===== src/rtl/hazard_control_unit_if.sv =====
// Pipeline hazard control bus: decode/execute hazard inputs and stage control outputs.
// Pure wiring bundle; adds no latency.
// No handshake; the controls are level signals sampled by the stage registers each cycle.
//
// Ports (slave = hazard unit view):
//   in : valid_decode, rs1_decode, rs2_decode, uses_rs2_decode, rd_execute,
//        wre_execute, load_execute, branch_taken_execute, mem_busy
//   out: stall_fetch, stall_decode, nop_select, flush_fetch_decode, freeze_all,
//        state_out, stall_count, flush_count
interface hazard_control_unit_if #(
    parameter int REG_ADDR_W = 4,
    parameter int CNT_W      = 16
);
    logic                  valid_decode;
    logic [REG_ADDR_W-1:0] rs1_decode;
    logic [REG_ADDR_W-1:0] rs2_decode;
    logic                  uses_rs2_decode;
    logic [REG_ADDR_W-1:0] rd_execute;
    logic                  wre_execute;
    logic                  load_execute;
    logic                  branch_taken_execute;
    logic                  mem_busy;

    logic                  stall_fetch;
    logic                  stall_decode;
    logic                  nop_select;
    logic                  flush_fetch_decode;
    logic                  freeze_all;
    logic [1:0]            state_out;
    logic [CNT_W-1:0]      stall_count;
    logic [CNT_W-1:0]      flush_count;

    // Pipeline side: drives hazard inputs, consumes the stage controls.
    modport master (
        output valid_decode, rs1_decode, rs2_decode, uses_rs2_decode, rd_execute,
               wre_execute, load_execute, branch_taken_execute, mem_busy,
        input  stall_fetch, stall_decode, nop_select, flush_fetch_decode, freeze_all,
               state_out, stall_count, flush_count
    );

    // Hazard unit side.
    modport slave (
        input  valid_decode, rs1_decode, rs2_decode, uses_rs2_decode, rd_execute,
               wre_execute, load_execute, branch_taken_execute, mem_busy,
        output stall_fetch, stall_decode, nop_select, flush_fetch_decode, freeze_all,
               state_out, stall_count, flush_count
    );
endinterface


===== src/rtl/hazard_control_unit.sv =====
// Pipeline sequencing controller: load-use bubbles, taken-branch flush, memory-busy freeze.
// Controls are combinational from state/rem/inputs (zero latency); counters update one cycle later.
// mem_busy has top priority and freezes the pipe; a running stall/flush sequence is held, not lost.
//
// Ports: clk, reset (synchronous, active-high), hcu (hazard_control_unit_if.slave)
//   hcu inputs : decode operands, execute destination/load/branch info, mem_busy
//   hcu outputs: stall_fetch, stall_decode, nop_select, flush_fetch_decode, freeze_all,
//                state_out, stall_count, flush_count (saturating)
module hazard_control_unit #(
    parameter int REG_ADDR_W          = 4,
    parameter int LOAD_USE_STALL      = 1,
    parameter int BRANCH_FLUSH_CYCLES = 2,
    parameter int CNT_W               = 16
) (
    input  logic                  clk,
    input  logic                  reset,
    hazard_control_unit_if.slave  hcu
);

    localparam int REM_W = 3;

    typedef enum logic [1:0] {
        ST_RUN        = 2'd0,
        ST_LOAD_STALL = 2'd1,
        ST_FLUSH      = 2'd2,
        ST_MEM_WAIT   = 2'd3
    } state_t;

    state_t           state_q, state_d;
    logic [REM_W-1:0] rem_q, rem_d;
    logic [CNT_W-1:0] stall_count_q, stall_count_d;
    logic [CNT_W-1:0] flush_count_q, flush_count_d;

    logic load_use;
    logic stall_fetch_c, stall_decode_c, nop_select_c, flush_fd_c, freeze_all_c;

    // A destination of R0 is never written, so it can never create a hazard.
    always_comb begin
        load_use = hcu.valid_decode & hcu.load_execute & hcu.wre_execute &
                   (hcu.rd_execute != '0) &
                   ((hcu.rd_execute == hcu.rs1_decode) |
                    (hcu.uses_rs2_decode & (hcu.rd_execute == hcu.rs2_decode)));
    end

    always_comb begin
        state_d        = state_q;
        rem_d          = rem_q;
        stall_fetch_c  = 1'b0;
        stall_decode_c = 1'b0;
        nop_select_c   = 1'b0;
        flush_fd_c     = 1'b0;
        freeze_all_c   = 1'b0;

        case (state_q)
            // MEM_WAIT shares the RUN equations: while busy it re-enters MEM_WAIT,
            // and on release a pending branch or load-use is acted on immediately.
            ST_RUN, ST_MEM_WAIT: begin
                if (hcu.mem_busy) begin
                    stall_fetch_c  = 1'b1;
                    stall_decode_c = 1'b1;
                    freeze_all_c   = 1'b1;
                    state_d        = ST_MEM_WAIT;
                end else if (hcu.branch_taken_execute) begin
                    flush_fd_c   = 1'b1;
                    nop_select_c = 1'b1;
                    rem_d        = REM_W'(BRANCH_FLUSH_CYCLES - 1);
                    state_d      = (BRANCH_FLUSH_CYCLES > 1) ? ST_FLUSH : ST_RUN;
                end else if (load_use) begin
                    stall_fetch_c  = 1'b1;
                    stall_decode_c = 1'b1;
                    nop_select_c   = 1'b1;
                    rem_d          = REM_W'(LOAD_USE_STALL - 1);
                    state_d        = (LOAD_USE_STALL > 1) ? ST_LOAD_STALL : ST_RUN;
                end else begin
                    state_d = ST_RUN;
                end
            end

            // Execute holds a bubble here, so a branch in execute cannot be real.
            ST_LOAD_STALL: begin
                if (hcu.mem_busy) begin
                    stall_fetch_c  = 1'b1;
                    stall_decode_c = 1'b1;
                    freeze_all_c   = 1'b1;
                end else begin
                    stall_fetch_c  = 1'b1;
                    stall_decode_c = 1'b1;
                    nop_select_c   = 1'b1;
                    rem_d          = rem_q - REM_W'(1);
                    if (rem_q == REM_W'(1)) state_d = ST_RUN;
                end
            end

            // Wrong-path instructions are being squashed; their hazards are irrelevant.
            ST_FLUSH: begin
                if (hcu.mem_busy) begin
                    stall_fetch_c  = 1'b1;
                    stall_decode_c = 1'b1;
                    freeze_all_c   = 1'b1;
                end else begin
                    flush_fd_c   = 1'b1;
                    nop_select_c = 1'b1;
                    rem_d        = rem_q - REM_W'(1);
                    if (rem_q == REM_W'(1)) state_d = ST_RUN;
                end
            end

            default: state_d = ST_RUN;
        endcase

        if (reset) begin
            stall_fetch_c  = 1'b0;
            stall_decode_c = 1'b0;
            nop_select_c   = 1'b0;
            flush_fd_c     = 1'b0;
            freeze_all_c   = 1'b0;
        end
    end

    // Saturating performance counters.
    always_comb begin
        stall_count_d = stall_count_q;
        flush_count_d = flush_count_q;
        if (stall_decode_c && (stall_count_q != '1)) stall_count_d = stall_count_q + CNT_W'(1);
        if (flush_fd_c && (flush_count_q != '1))     flush_count_d = flush_count_q + CNT_W'(1);
    end

    always_ff @(posedge clk) begin
        if (reset) begin
            state_q       <= ST_RUN;
            rem_q         <= '0;
            stall_count_q <= '0;
            flush_count_q <= '0;
        end else begin
            state_q       <= state_d;
            rem_q         <= rem_d;
            stall_count_q <= stall_count_d;
            flush_count_q <= flush_count_d;
        end
    end

    assign hcu.stall_fetch        = stall_fetch_c;
    assign hcu.stall_decode       = stall_decode_c;
    assign hcu.nop_select         = nop_select_c;
    assign hcu.flush_fetch_decode = flush_fd_c;
    assign hcu.freeze_all         = freeze_all_c;
    assign hcu.state_out          = state_q;
    assign hcu.stall_count        = stall_count_q;
    assign hcu.flush_count        = flush_count_q;

endmodule


===== src/flat_wrapper.sv =====
// flat-port wrapper written by rule: the top's interface ports become plain ports
module hazard_control_unit_flat 
#(
    parameter int REG_ADDR_W          = 4,
    parameter int LOAD_USE_STALL      = 1,
    parameter int BRANCH_FLUSH_CYCLES = 2,
    parameter int CNT_W               = 16
)
  (clk, reset, hcu_valid_decode, hcu_rs1_decode, hcu_rs2_decode, hcu_uses_rs2_decode, hcu_rd_execute, hcu_wre_execute, hcu_load_execute, hcu_branch_taken_execute, hcu_mem_busy, hcu_stall_fetch, hcu_stall_decode, hcu_nop_select, hcu_flush_fetch_decode, hcu_freeze_all, hcu_state_out, hcu_stall_count, hcu_flush_count);
  hazard_control_unit_if #(.REG_ADDR_W(REG_ADDR_W), .CNT_W(CNT_W)) hcu_i ();
  input  logic clk;
  input  logic reset;
  input wire logic [$bits(hcu_i.valid_decode)-1:0] hcu_valid_decode;
  input wire logic [$bits(hcu_i.rs1_decode)-1:0] hcu_rs1_decode;
  input wire logic [$bits(hcu_i.rs2_decode)-1:0] hcu_rs2_decode;
  input wire logic [$bits(hcu_i.uses_rs2_decode)-1:0] hcu_uses_rs2_decode;
  input wire logic [$bits(hcu_i.rd_execute)-1:0] hcu_rd_execute;
  input wire logic [$bits(hcu_i.wre_execute)-1:0] hcu_wre_execute;
  input wire logic [$bits(hcu_i.load_execute)-1:0] hcu_load_execute;
  input wire logic [$bits(hcu_i.branch_taken_execute)-1:0] hcu_branch_taken_execute;
  input wire logic [$bits(hcu_i.mem_busy)-1:0] hcu_mem_busy;
  output wire logic [$bits(hcu_i.stall_fetch)-1:0] hcu_stall_fetch;
  output wire logic [$bits(hcu_i.stall_decode)-1:0] hcu_stall_decode;
  output wire logic [$bits(hcu_i.nop_select)-1:0] hcu_nop_select;
  output wire logic [$bits(hcu_i.flush_fetch_decode)-1:0] hcu_flush_fetch_decode;
  output wire logic [$bits(hcu_i.freeze_all)-1:0] hcu_freeze_all;
  output wire logic [$bits(hcu_i.state_out)-1:0] hcu_state_out;
  output wire logic [$bits(hcu_i.stall_count)-1:0] hcu_stall_count;
  output wire logic [$bits(hcu_i.flush_count)-1:0] hcu_flush_count;
  assign hcu_i.valid_decode = hcu_valid_decode;
  assign hcu_i.rs1_decode = hcu_rs1_decode;
  assign hcu_i.rs2_decode = hcu_rs2_decode;
  assign hcu_i.uses_rs2_decode = hcu_uses_rs2_decode;
  assign hcu_i.rd_execute = hcu_rd_execute;
  assign hcu_i.wre_execute = hcu_wre_execute;
  assign hcu_i.load_execute = hcu_load_execute;
  assign hcu_i.branch_taken_execute = hcu_branch_taken_execute;
  assign hcu_i.mem_busy = hcu_mem_busy;
  assign hcu_stall_fetch = hcu_i.stall_fetch;
  assign hcu_stall_decode = hcu_i.stall_decode;
  assign hcu_nop_select = hcu_i.nop_select;
  assign hcu_flush_fetch_decode = hcu_i.flush_fetch_decode;
  assign hcu_freeze_all = hcu_i.freeze_all;
  assign hcu_state_out = hcu_i.state_out;
  assign hcu_stall_count = hcu_i.stall_count;
  assign hcu_flush_count = hcu_i.flush_count;
  hazard_control_unit #(.REG_ADDR_W(REG_ADDR_W), .LOAD_USE_STALL(LOAD_USE_STALL), .BRANCH_FLUSH_CYCLES(BRANCH_FLUSH_CYCLES), .CNT_W(CNT_W)) u_core (.clk(clk), .reset(reset), .hcu(hcu_i));
endmodule

===== config.mk =====
export PLATFORM = sky130hd
export DESIGN_NAME = hazard_control_unit_flat
export DESIGN_NICKNAME = d
export VERILOG_FILES = /design/src/rtl/hazard_control_unit_if.sv /design/src/rtl/hazard_control_unit.sv /design/src/flat_wrapper.sv
export SDC_FILE = /design/constraint.sdc
export NUM_CORES = 1
export LEC_CHECK = 0
export ABC_CLOCK_PERIOD_IN_PS = 4800
export CORE_MARGIN = 5
export CORE_UTILIZATION = 49
export CTS_BUF_LIST = sky130_fd_sc_hd__clkbuf_2 sky130_fd_sc_hd__clkbuf_4 sky130_fd_sc_hd__clkbuf_8
export DETAILED_ROUTE_END_ITERATION = 10
export DONT_BUFFER_PORTS = 1
export PLACE_DENSITY = 0.71
export SLEW_MARGIN = 10
export SYNTH_ARGS = -nofsm -noshare
export SYNTH_HDL_FRONTEND = slang
export SYNTH_SLANG_ARGS = --single-unit

===== constraint.sdc =====
create_clock -name clk -period 4.8 [get_ports clk]
set_input_delay 0.96 -clock clk [delete_from_list [all_inputs] [get_ports clk]]
set_output_delay 0.96 -clock clk [all_outputs]
set_load 0.05 [all_outputs]

==> results of run 1 <==
routing by layer:
metal  vias to the layer above  wire [um]  global-route usage
li1                        930          -                   -
met1                       858       1970               0.193
met2                        42       2130               0.290
met3                         6        370              0.0765
met4                         0         55              0.0544
met5                         -          0                   0
worst max path at each step:
stage,slack [ns],from,depth (start not counted),to
final,1.28,u_core.hcu.state_out[0],6,hcu_stall_fetch
after CTS,1.20,u_core.hcu.state_out[0],6,hcu_stall_fetch
after global placement,1.43,hcu_wre_execute,8,hcu_stall_fetch
after floorplan,0.41,hcu_wre_execute,8,hcu_stall_fetch
after detailed placement,1.42,hcu_wre_execute,8,hcu_stall_fetch
after global routing,1.11,u_core.hcu.state_out[0],6,hcu_stall_fetch
area by class of cell:
class | count | area, sq um | area share
Clock inverter | 1 | 30.0 | 0.0132
Multi-Input combinational cell | 195 | 1270 | 0.560
Tap cell | 50 | 62.6 | 0.0276
Inverter | 9 | 33.8 | 0.0149
Clock buffer | 7 | 90.1 | 0.0397
Timing Repair Buffer | 5 | 41.3 | 0.0182
Sequential cell | 37 | 741 | 0.326
cell families after synthesis:
| group | synth area share |
|---|---|
| fa+ha+maj | 0.0416 |
| mux | 0.0262 |
| xor+xnor | 0.0791 |
| simple gates | 0.305 |
| buf+inv | 0.0458 |
| flops | 0.352 |
| compound gates | 0.151 |
per-stage QoR:
step                      area (sq um)  setup WS [ns]  instances  power [mW]  utilization
after floorplan                   2100          0.406        251       0.683            -
after detailed placement          2150           1.42        296       0.737        0.526
after global placement            2150           1.43        296       0.733        0.526
final                             2270           1.28        304        1.01        0.555
after CTS                         2270           1.20        304        1.03        0.555
after global routing              2270           1.11        304        1.08        0.555
state kept, by name, indices dropped and copies added, names as in the netlist:
| register | count |
|---|---|
| u_core.rem_q | 3 |
| u_core.hcu.state_out | 2 |
| u_core.hcu.stall_count | 16 |
| u_core.hcu.flush_count | 16 |
power breakdown:
group / leakage (nW) / internal [mW] / switching [mW]
Sequential: 0.300 / 0.333 / 0.0958
Combinational: 0.433 / 0.0981 / 0.198
Clock: 0.0619 / 0.175 / 0.110
Total: 0.794 / 0.607 / 0.404
worst max-delay path, delay by kind of cell, from the launching register on:
family	cells	cell delay, ns
AO/OA/AOI/OAI	1	0.54
buffers and inverters	3	0.48
adder cells (fa/ha/maj)	1	0.44
flip-flops	1	0.72
AND/OR/NAND/NOR	1	0.08
cells in the final DEF (no fill, tap or decap), drive strengths merged:
cell,count
a211oi,1
a21oi,17
a311oi,1
a41oi,1
and2,1
and3,5
and4,4
and4b,1
buf,5
bufinv,1
clkbuf,7
dfxtp,37
ha,7
inv,9
mux2,4
mux2i,1
nand2,16
nand2b,1
nand3,17
nand4,11
nor2,26
nor2b,5
nor3,8
nor4,3
nor4b,1
o2111ai,2
o211ai,2
o21ai,10
o221a,1
o311a,1
o311ai,4
o31a,1
o31ai,5
o41ai,2
or2,2
or3,12
or4,3
xnor2,9
xor2,10
==> results by group, run 1 <==
Setup path
  • CP arrival: 2.56 ns
  • CP required: 3.84 ns
  • CP max stage cell: dfxtp_1
  • Worst setup EP type: output port
  • Critical path launch point type: flop
  • CP max stage delay: 0.72 ns
  • Critical Path Fanout Max: 10
  • R2R Setup Slk: 1.88 ns
  • CP Cell Sequence: inv_1, ha_1, a211oi_1, nor3_2, buf_4, buf_6
  • WS Path Type: reg -> out
  • Cells on worst reg2reg path: 8
  • RR Startpoint: u_core.hcu.state_out[0]
  • Crit Reg-Reg Endpoint: u_core.hcu.stall_count[14]

Clocking
  • Clk slew on worst S/H paths: 0.07 ns
  • H-tree depth: 2
  • CTS Root Cell: clkbuf_8
  • CTS sink count: 37
  • Num CTS Buffers: 5
  • Later-pin clock latency in the skew report: 0.29 ns
  • CTS tree: built
  • Clk buf depth: 2
  • Postcts setup bufs: 0
  • Post_cts resized: 0
  • Hold bufs inserted after CTS: 0

Synthesis
  • Synthesized area: 2100 sq um
  • Most frequent cells after synthesis: dfxtp_1 (37), nor2_1 (25), a21oi_1 (17), nand3_1 (17), nand2_1 (16)
  • Yosys cell types: 49
  • EDFF count, synth: 0
  • Seq/Total Area, Yosys: 0.352
  • Area contributors post-synth: dfxtp_1 (35%), nor2_1 (4.5%), ha_1 (4.2%)
  • Syn_area_per_cell: 8.38 sq um
  • Post-synth ARST share: 0
  • Post-synth top area cell: dfxtp_1
  • Mapped Cells: 251
  • Synthesized Nets: 278
  • Top-area cell type share of the netlist area: 0.352
  • Yosys reg bits: 37
  • Most common cell in the netlist: dfxtp_1
  • Most used DFF post-synth: dfxtp_1
  • Ys Warns: 0

Timing
  • Worst Max-Slew Pin Slew: 0.889 ns
  • Post-route clock period utilization: 0.734
  • RSZ-0062 raised after global routing: false
  • Final setup vio count: 0
  • Final TNS setup: 0 ns
  • Slew Limit Fails: 0
  • Final Hold Slack: 0.471 ns
  • Slew margin rel.: 0.405
  • Crit path time final: 3.52 ns
  • Final hold violations: 0
  • Maximum clock rate: 284 MHz
  • Layout Skew: 0.00422 ns

Placed design
  • RePlAce Congestion: 0.806
  • Hpwl dp: 3260 um
  • PortBufs: 0

Job
  • Max_cap viols: 0

Layout
  • Diode count: 0
  • Nets: 280
  • Fill cell count: 385
  • Area grow syn2layout: 7.91%
  • Layout cells sized above 1: 0.106

Pwr
  • PD cells: 445 nW/um^2
  • Leakage: 0.794 nW
  • Worst VDD drop: 0.260 mV

GRT
  • Total GRT Usage: 0.171
  • Vias in the first global route: 1716
  • Largest net degree at the start of global routing: 43
  • Antenna violations before repair: 0
  • Global route total overflow: 0
  • First-pass GRT wire length: 7580 um

Detailed routing
  • DRT Pass-1 Iters: 4
  • Routed Antenna Nets: 0
  • WL per Instance: 14.9 um
  • Initial DRC count: 71
  • DRC: 0
  • Wirelength, routed: 4520 um
  • Vias per cell: 6.04
  • Vias: 1836

Worst hold path
  • HP Class: reg -> reg
  • WHS Path Cells: 2
  • Hold Path Sink: u_core.rem_q[1]
  • Hold path startpoint: u_core.rem_q[1]

Status
  • Status: finished clean

Floorplanning
  • Core ar.: 4090 sq um
  • Row count: 23
  • IO Pins: 59
  • Die footprint: 5700 sq um
  • Chip width: 75.5 um
  • Die height: 75.5 um
  • Initial Util: 0.515
Note: power is estimated with default switching activity, not from simulation.
==> run 2, diff against run 1 <==
ABC_CLOCK_PERIOD_IN_PS = 3630   (was 4800)
clock period = 3.63 ns   (was 4.8 ns; I/O delays follow)
==> results by group, run 2 (same netlist as run 1, synthesis figures left out) <==
Pwr
  • Clock network power share: 0.233
  • Sw Ratio: 0.425
  • Comb power frac: 0.336
  • Worst VDD drop: 0.379 mV
  • PD cells: 563 nW/um^2
  • P_int: 0.728 mW
  • Sw Pwr: 0.538 mW
  • Leakage: 0.786 nW
  • Part of the power in registers: 0.430

Placed design
  • RePlAce Congestion: 0.870
  • Area after DPL: 2160 sq um
  • Setup Slack @ Placement: 0.644 ns
  • PortBufs: 0
  • Hpwl dp: 3360 um

Clocking
  • Clk buf depth: 2
  • Postcts setup bufs: 0
  • CTS tree: built
  • CTS sink count: 37
  • H-tree depth: 2
  • Clk slew on worst S/H paths: 0.07 ns
  • Later-pin clock latency in the skew report: 0.28 ns
  • Post_cts resized: 0
  • CTS Root Cell: clkbuf_8
  • Num CTS Buffers: 5
  • Hold bufs inserted after CTS: 0

GRT
  • Global route total overflow: 0
  • First-pass GRT wire length: 7760 um
  • Vias in the first global route: 1703
  • Antenna violations before repair: 0
  • Largest net degree at the start of global routing: 43
  • Total GRT Usage: 0.175

Floorplanning
  • IO Pins: 59
  • Die height: 75.5 um
  • Row count: 23
  • Initial Util: 0.515
  • Chip width: 75.5 um
  • Die footprint: 5700 sq um
  • Core ar.: 4090 sq um

Timing
  • Final hold violations: 0
  • Slew Limit Fails: 0
  • Post-route clock period utilization: 0.907
  • RSZ-0062 raised after global routing: false
  • Slew margin rel.: 0.408
  • Maximum clock rate: 304 MHz
  • Final setup vio count: 0
  • Final TNS setup: 0 ns
  • Crit path time final: 3.29 ns
  • Layout Skew: 0.00215 ns
  • Final setup margin: 0.339 ns
  • Worst Max-Slew Pin Slew: 0.885 ns

Layout
  • Diode count: 0
  • Most frequent cells in the layout: dfxtp_1 (37), nor2_1 (25), nand3_1 (17), a21oi_1 (17), nand2_1 (16)
  • Layout cells sized above 1: 0.106
  • Post-layout util: 0.551
  • Commonest non-fill, non-tap cell in the layout: dfxtp_1
  • Area grow syn2layout: 6.96%
  • Final Cell Area: 2250 sq um
  • Nets: 281

Job
  • Max_cap viols: 0

Detailed routing
  • WL per Instance: 15.0 um
  • DRT Pass-1 Iters: 4
  • Wirelength, routed: 4560 um
  • Initial DRC count: 126
  • Routed Antenna Nets: 0
  • Vias per cell: 6.03
  • Vias: 1833
  • DRC: 0

Setup path
  • CP arrival: 2.56 ns
  • Critical path launch point type: flop
  • Critical Path Fanout Max: 10
  • CP required: 2.90 ns
  • WS Path Type: reg -> out
  • Worst setup EP type: output port

Status
  • Status: finished clean

Worst hold path
  • HP Class: reg -> reg
==> run 2: cell count changes in the layout (fill, tap and decap cells not counted) <==
| cell | previous run | this run |
|---|---|---|
| nor3_4 | 1 | 2 |
| nor3_2 | 2 | 1 |
| buf_4 | 4 | 6 |
| buf_6 | 1 | 0 |
| bufinv_16 | 1 | 0 |
==> run 2: power by group through the flow <==
stage	clock network, mW	logic [mW]	registers (mW)
3_3_place_gp	0	0.413	0.553
6_report	0.295	0.426	0.545
3_5_place_dp	0	0.423	0.554
2_1_floorplan	0	0.341	0.566
4_1_cts	0.306	0.425	0.545
5_1_grt	0.324	0.467	0.550
==> run 2: worst max-delay path, stage by stage (launching register included) <==
cell	delay, ns
dfxtp_1	0.73
inv_1	0.11
ha_1	0.44
a211oi_1	0.65
nor3_4	0.09
buf_4	0.26
==> run 2: cell type report <==
type	count	area, sq um
inverters	9	33.8
clock buffers	7	90.1
well taps	50	62.6
fillers	390	1840
repair buffers	6	45.0
multi-input cells	195	1280
flip-flops and latches	37	741
==> run 2: final timing paths <==
kind / from / end / slack (ns) / cells after the start
worst min register to register: u_core.rem_q[1] / u_core.rem_q[1] / 0.47 / 2
worst max-delay path: u_core.hcu.state_out[0] / hcu_stall_fetch / 0.34 / 5
worst min-delay path: u_core.rem_q[1] / u_core.rem_q[1] / 0.47 / 2
worst max register to register: u_core.hcu.state_out[0] / u_core.hcu.stall_count[14] / 0.71 / 8
==> run 2: metrics by stage <==
step | hold slack, ns | total power, mW | std cells
final | 0.471 | 1.27 | 304
after global routing | 0.485 | 1.34 | 304
after CTS | 0.475 | 1.28 | 304
after detailed placement | 0.464 | 0.977 | 297
after global placement | 0.457 | 0.967 | 297
after floorplan | 0.448 | 0.907 | 251
==> run 2: layer usage <==
layer  global-route usage  wire [um]  vias up
li1                     -          -      927
met1                0.224       2130      851
met2                0.269       2070       53
met3               0.0633        336        2
met4               0.0699         24        0
met5                    0          0        -
==> edit 1 (settings of run 2) <==
`REG_ADDR_W` is set to 4 in 3 places; all go to 5.
--- a/src/rtl/hazard_control_unit_if.sv
+++ b/src/rtl/hazard_control_unit_if.sv
@@ -8,7 +8,7 @@
 //   out: stall_fetch, stall_decode, nop_select, flush_fetch_decode, freeze_all,
 //        state_out, stall_count, flush_count
 interface hazard_control_unit_if #(
-    parameter int REG_ADDR_W = 4,
+    parameter int REG_ADDR_W = 5,
     parameter int CNT_W      = 16
 );
     logic                  valid_decode;
--- a/src/rtl/hazard_control_unit.sv
+++ b/src/rtl/hazard_control_unit.sv
@@ -7,7 +7,7 @@
 //   hcu outputs: stall_fetch, stall_decode, nop_select, flush_fetch_decode, freeze_all,
 //                state_out, stall_count, flush_count (saturating)
 module hazard_control_unit #(
-    parameter int REG_ADDR_W          = 4,
+    parameter int REG_ADDR_W          = 5,
     parameter int LOAD_USE_STALL      = 1,
     parameter int BRANCH_FLUSH_CYCLES = 2,
     parameter int CNT_W               = 16
--- a/src/flat_wrapper.sv
+++ b/src/flat_wrapper.sv
@@ -1,7 +1,7 @@
 // flat-port wrapper written by rule: the top's interface ports become plain ports
 module hazard_control_unit_flat 
 #(
-    parameter int REG_ADDR_W          = 4,
+    parameter int REG_ADDR_W          = 5,
     parameter int LOAD_USE_STALL      = 1,
     parameter int BRANCH_FLUSH_CYCLES = 2,
     parameter int CNT_W               = 16
Interface: changed (resized hcu_rd_execute, hcu_rs1_decode and hcu_rs2_decode); port bits go from 59 to 62. No check against the original RTL was run, so the function may have changed too.
==> edit 1 against run 2 <==
Cell area is 0.83% lower. Global-route usage shrank 0.82 points. Total power down 10%. Sequential cell count unchanged. Area after synthesis down 0.42%. Via count down 2.9%. Synthesized cell count stayed put. Wire length grew 0.92%. Worst setup slack better by 0.063 ns. Combinational power shrank 17%. Hold slack improved by 0.038 ns. Sequential share of layout area is 0.28 points higher. Critical path type unchanged. Critical endpoint is now hcu_stall_decode. Largest cell class unchanged.
==> edit 1: results (changes against run 2) <==
{| class="wikitable"
! Metric !! Value
|-
| Result of the run || finished, final reports clean
|-
| Instance count along the most critical hold path || 1 (-1)
|-
| Clock buffers created by TritonCTS || 5 (unchanged)
|-
| Gr usage total || 16.72% (-0.82 points)
|-
| Worst Hold Launch || reset
|-
| Top cell types by occurrence after synthesis || dfxtp_1, nor2_1, a21oi_1, nand3_1, nand2_1
|-
| Signal buf overhead || 2.019% (+0.017 points)
|-
| Synth area leaders || dfxtp_1, xnor2_1, a21oi_1
|-
| Xor/xnor share of the synthesized area || 9.618% (+1.7 points)
|-
| Transition time of the tightest slew-check pin || 0.9189 ns (+0.03427 ns)
|-
| Worst hold margin || 0.5091 ns (+0.03773 ns)
|-
| Mux cell area share after synthesis || 1.971% (-0.65 points)
|-
| Worst R2R End || u_core.hcu.flush_count[10]
|-
| Worst min-delay path category || in -> reg
|-
| Maximum number of pins on one net before global-route repair || 46 (+7.0%)
|-
| Max Fanout on Critical Path || 11 (+1)
|-
| Global-route wire length before repair || 7.458 mm (-3.9%)
|-
| DR vias/cell || 5.852 (-2.9%)
|-
| Sequential share of cell area || 33.20% (+0.28 points)
|-
| Leakage || 0.0007905 uW (+0.57%)
|-
| Multi-input gate area || 1262 sq um (-1.2%)
|-
| Routed Wire Length || 4.603 mm (+0.92%)
|-
| Worst Reg-to-Reg Cells || 9 (+1)
|-
| Vias in the first global route || 1690 (-0.76%)
|-
| Complex-gate fraction of the synthesized area || 15.23% (+0.18 points)
|-
| Worst setup path end || hcu_stall_decode
|-
| Share of final layout cell area taken by clock buffers and inverters || 4.038% (+0.034 points)
|-
| Worst vdd ir || 0.0003294 V (-13%)
|-
| Global placer's final weighted congestion || 0.7931 (-8.8%)
|-
| Count of multi-input gates || 196 (+0.51%)
|-
| Signal arrival time at the worst endpoint || 2.50 ns (-0.06 ns)
|-
| End of the worst hold path || u_core.hcu.stall_count[11]
|-
| Highest cell delay on the worst timing path || 0.71 ns (-0.02 ns)
|-
| Layout inverter count without the clock tree || 8 (-1)
|-
| Post-CTS Repair Setup Buffers || 0 (unchanged)
|-
| Share of final-layout standard cells stronger than drive strength 1 || 8.268% (-2.4 points)
|-
| Number of DRC markers in iteration 0 || 94 (-25%)
|-
| Sequential share of the synthesized area || 35.36% (+0.15 points)
|-
| Count of inserted antenna diode cells || 0 (unchanged)
|-
| Placed wire-length estimate || 3.348 mm (-0.31%)
|-
| Worst setup skew after layout || 0.003225 ns (+0.001073 ns)
|-
| Setup slack on the worst flop-to-flop path || 0.73 ns (+0.02 ns)
|-
| Adder and majority cell fraction of the synthesized area || 4.182% (+0.017 points)
|-
| Synthesized netlist net count || 281 (+1.1%)
|-
| Count of different cell masters after synthesis || 44 (-10%)
|-
| Fill count || 394 (+1.0%)
|}
-- edit 1: cell types whose count changed after synthesis, sizes merged, moves of 3 or more --
cell,delta
a21oi,+6
a211oi,+3
o311ai,-4
xnor2,+4
or3,-3
nand4,-5
and3,+3
or4,+3
nor3,-4
mux2,-3
-- edit 1: power breakdown --
part,switching (uW),internal [uW],total [uW]
Combinational,240,115,355
Clock,135,158,293
Sequential,50.7,436,487
-- edit 1: metal layers --
layer / track usage [%] / vias up / part of all wire [%]
met1: 19.16 / 826 / 43
met2: 28.38 / 39 / 49
met5: 0 / - / 0
met4: 6.796 / 0 / 1.3
met3: 5.805 / 7 / 7.2
li1: - / 907 / -
-- edit 1: stage by stage --
step                worst slack (ns)  util [%]  area (sq um)  power [uW]  std cells
floorplan                     0.3021         -          2095       812.6        251
global placement              0.7745     52.39          2141       844.3        297
detailed placement            0.7259     52.39          2141       850.4        297
CTS                           0.4152     54.59          2231        1145        304
global route                  0.2944     54.59          2231        1198        304
finish                        0.4017     54.59          2231        1135        304
==> edit 2 (config.mk and constraints of run 2) <==
Without the edit above. Make the reset (`reset`) asynchronous in one clocked block.
--- a/src/rtl/hazard_control_unit.sv
+++ b/src/rtl/hazard_control_unit.sv
@@ -125,7 +125,7 @@
         if (flush_fd_c && (flush_count_q != '1))     flush_count_d = flush_count_q + CNT_W'(1);
     end
 
-    always_ff @(posedge clk) begin
+    always_ff @(posedge clk or posedge reset) begin
         if (reset) begin
             state_q       <= ST_RUN;
             rem_q         <= '0;
Behaviour: differs if reset is asserted again (counterexample within 4 cycles, from zero or initial values and one cycle with reset high); with reset held inactive, the same outputs for 10 cycles.
==> edit 2 against run 2 <==
Combinational power is 28% higher. Sequential share of layout area rose by 8.7 points. Total power is 28% higher. Sequential power increased by 45%. Cell area shrank 1.2%. Utilization is 0.10 points higher. Clock power shrank 4%. Clock skew is 0.0029 ns higher. Wire length down 11%. Area after synthesis down 2.3%. Sequential cell count stayed put. Worst setup slack better by 0.26 ns. Critical path type unchanged. Largest power group unchanged.
==> edit 2: results (changes against run 2) <==
{| class="wikitable"
! Metric !! Value
|-
| Result of the run || finished, final reports clean
|-
| Worst hold margin || 0.3126 ns (-0.1588 ns)
|-
| Post-layout worst setup margin || 0.6039 ns (+0.2649 ns)
|-
| Post-place setup slack || 0.6275 ns (-0.01643 ns)
|-
| Setup slack on the worst flop-to-flop path || 1.21 ns (+0.50 ns)
|-
| Worst min-delay path category || in -> async
|-
| Leakage || 0.001010 uW (+29%)
|-
| Met3 layer usage reported by global route || 4.673% (-1.7 points)
|-
| Post-placement cell area || 2136 sq um (-1.1%)
|-
| Post-CTS Repair Setup Buffers || 0 (unchanged)
|-
| Detailed-route via count || 1458 (-20%)
|-
| Sequential share of the synthesized area || 45.07% (+9.8 points)
|-
| Global Route met2 Usage || 25.66% (-1.3 points)
|-
| Fill count || 376 (-3.6%)
|-
| Startpoint of the worst register-to-register path || u_core.hcu.stall_count[7]
|-
| Synth area leaders || dfrtp_1, xnor2_1, xor2_1
|-
| Worst vdd ir || 0.0003886 V (+2.5%)
|-
| Largest delay contributor family on the critical path || compound AO/OA/AOI/OAI gates
|-
| Worst setup path end || hcu_stall_decode
|-
| Count of different cell masters after synthesis || 41 (-16%)
|-
| Maximum number of pins on one net before global-route repair || 29 (-33%)
|-
| Share of final-layout standard cells stronger than drive strength 1 || 12.38% (+1.8 points)
|-
| P per Cell Area || 728.5 nW/um^2 (+29%)
|-
| Routed length on met1 || 1.863 mm (-13%)
|-
| Routed met3 length || 230 um (-32%)
|-
| Routed Wire Length || 4.071 mm (-11%)
|-
| Final layout net count || 236 (-16%)
|-
| Vias in the first global route || 1443 (-15%)
|-
| Placed insts || 252 (-15%)
|-
| Gr usage total || 15.72% (-1.8 points)
|-
| Master of the slowest instance on the critical path || o21ai_2
|-
| Highest cell delay on the worst timing path || 0.51 ns (-0.22 ns)
|-
| Global-route wire length before repair || 6.837 mm (-12%)
|-
| Source of the critical timing path || u_core.hcu.state_out[1]
|-
| Worst R2R End || u_core.hcu.stall_count[1]
|-
| Global placer's final weighted congestion || 0.7824 (-10%)
|-
| Max Fanout on Critical Path || 12 (+2)
|-
| Top cell types by occurrence after synthesis || dfrtp_1, xnor2_1, nand2_1, xor2_1, nand3_1
|-
| Worst Reg-to-Reg Cells || 5 (-3)
|-
| Number of DRC markers in iteration 0 || 68 (-46%)
|-
| Synthesized netlist net count || 228 (-18%)
|-
| Post-Layout Cell Count || 260 (-14%)
|}
-- edit 2: report_power, final --
group	leakage [uW]	internal, uW	total, uW	switching (uW)
Combinational	0.000481	203	546	343
Sequential	0.000480	493	790	297
Clock	0.0000484	141	284	143
Total	0.00101	836	1620	783
-- edit 2: logic make-up (layout without fill, tap and decap cells) --
group                      count (synthesis)  after routing  share of synthesized area, %
adders and majority gates                  7              7                         4.263
xor gates and xnor gates                  37             37                         15.77
and+or+nand+nor                           83             83                         23.63
DFF                                       37             37                         45.07
muxes                                      4              4                         2.131
buffers and inverters                     15             24                         3.350
AOI/OAI and AO/OA                         18             18                         5.785
-- edit 2: layout make-up --
type | count | share of cell area [%]
inverters | 10 | 1.689
multi-input cells | 149 | 47.92
clock buffers | 6 | 3.435
repair buffers | 6 | 2.027
flip-flops and latches | 37 | 41.67
well taps | 50 | 2.815
clock inverters | 2 | 0.4505
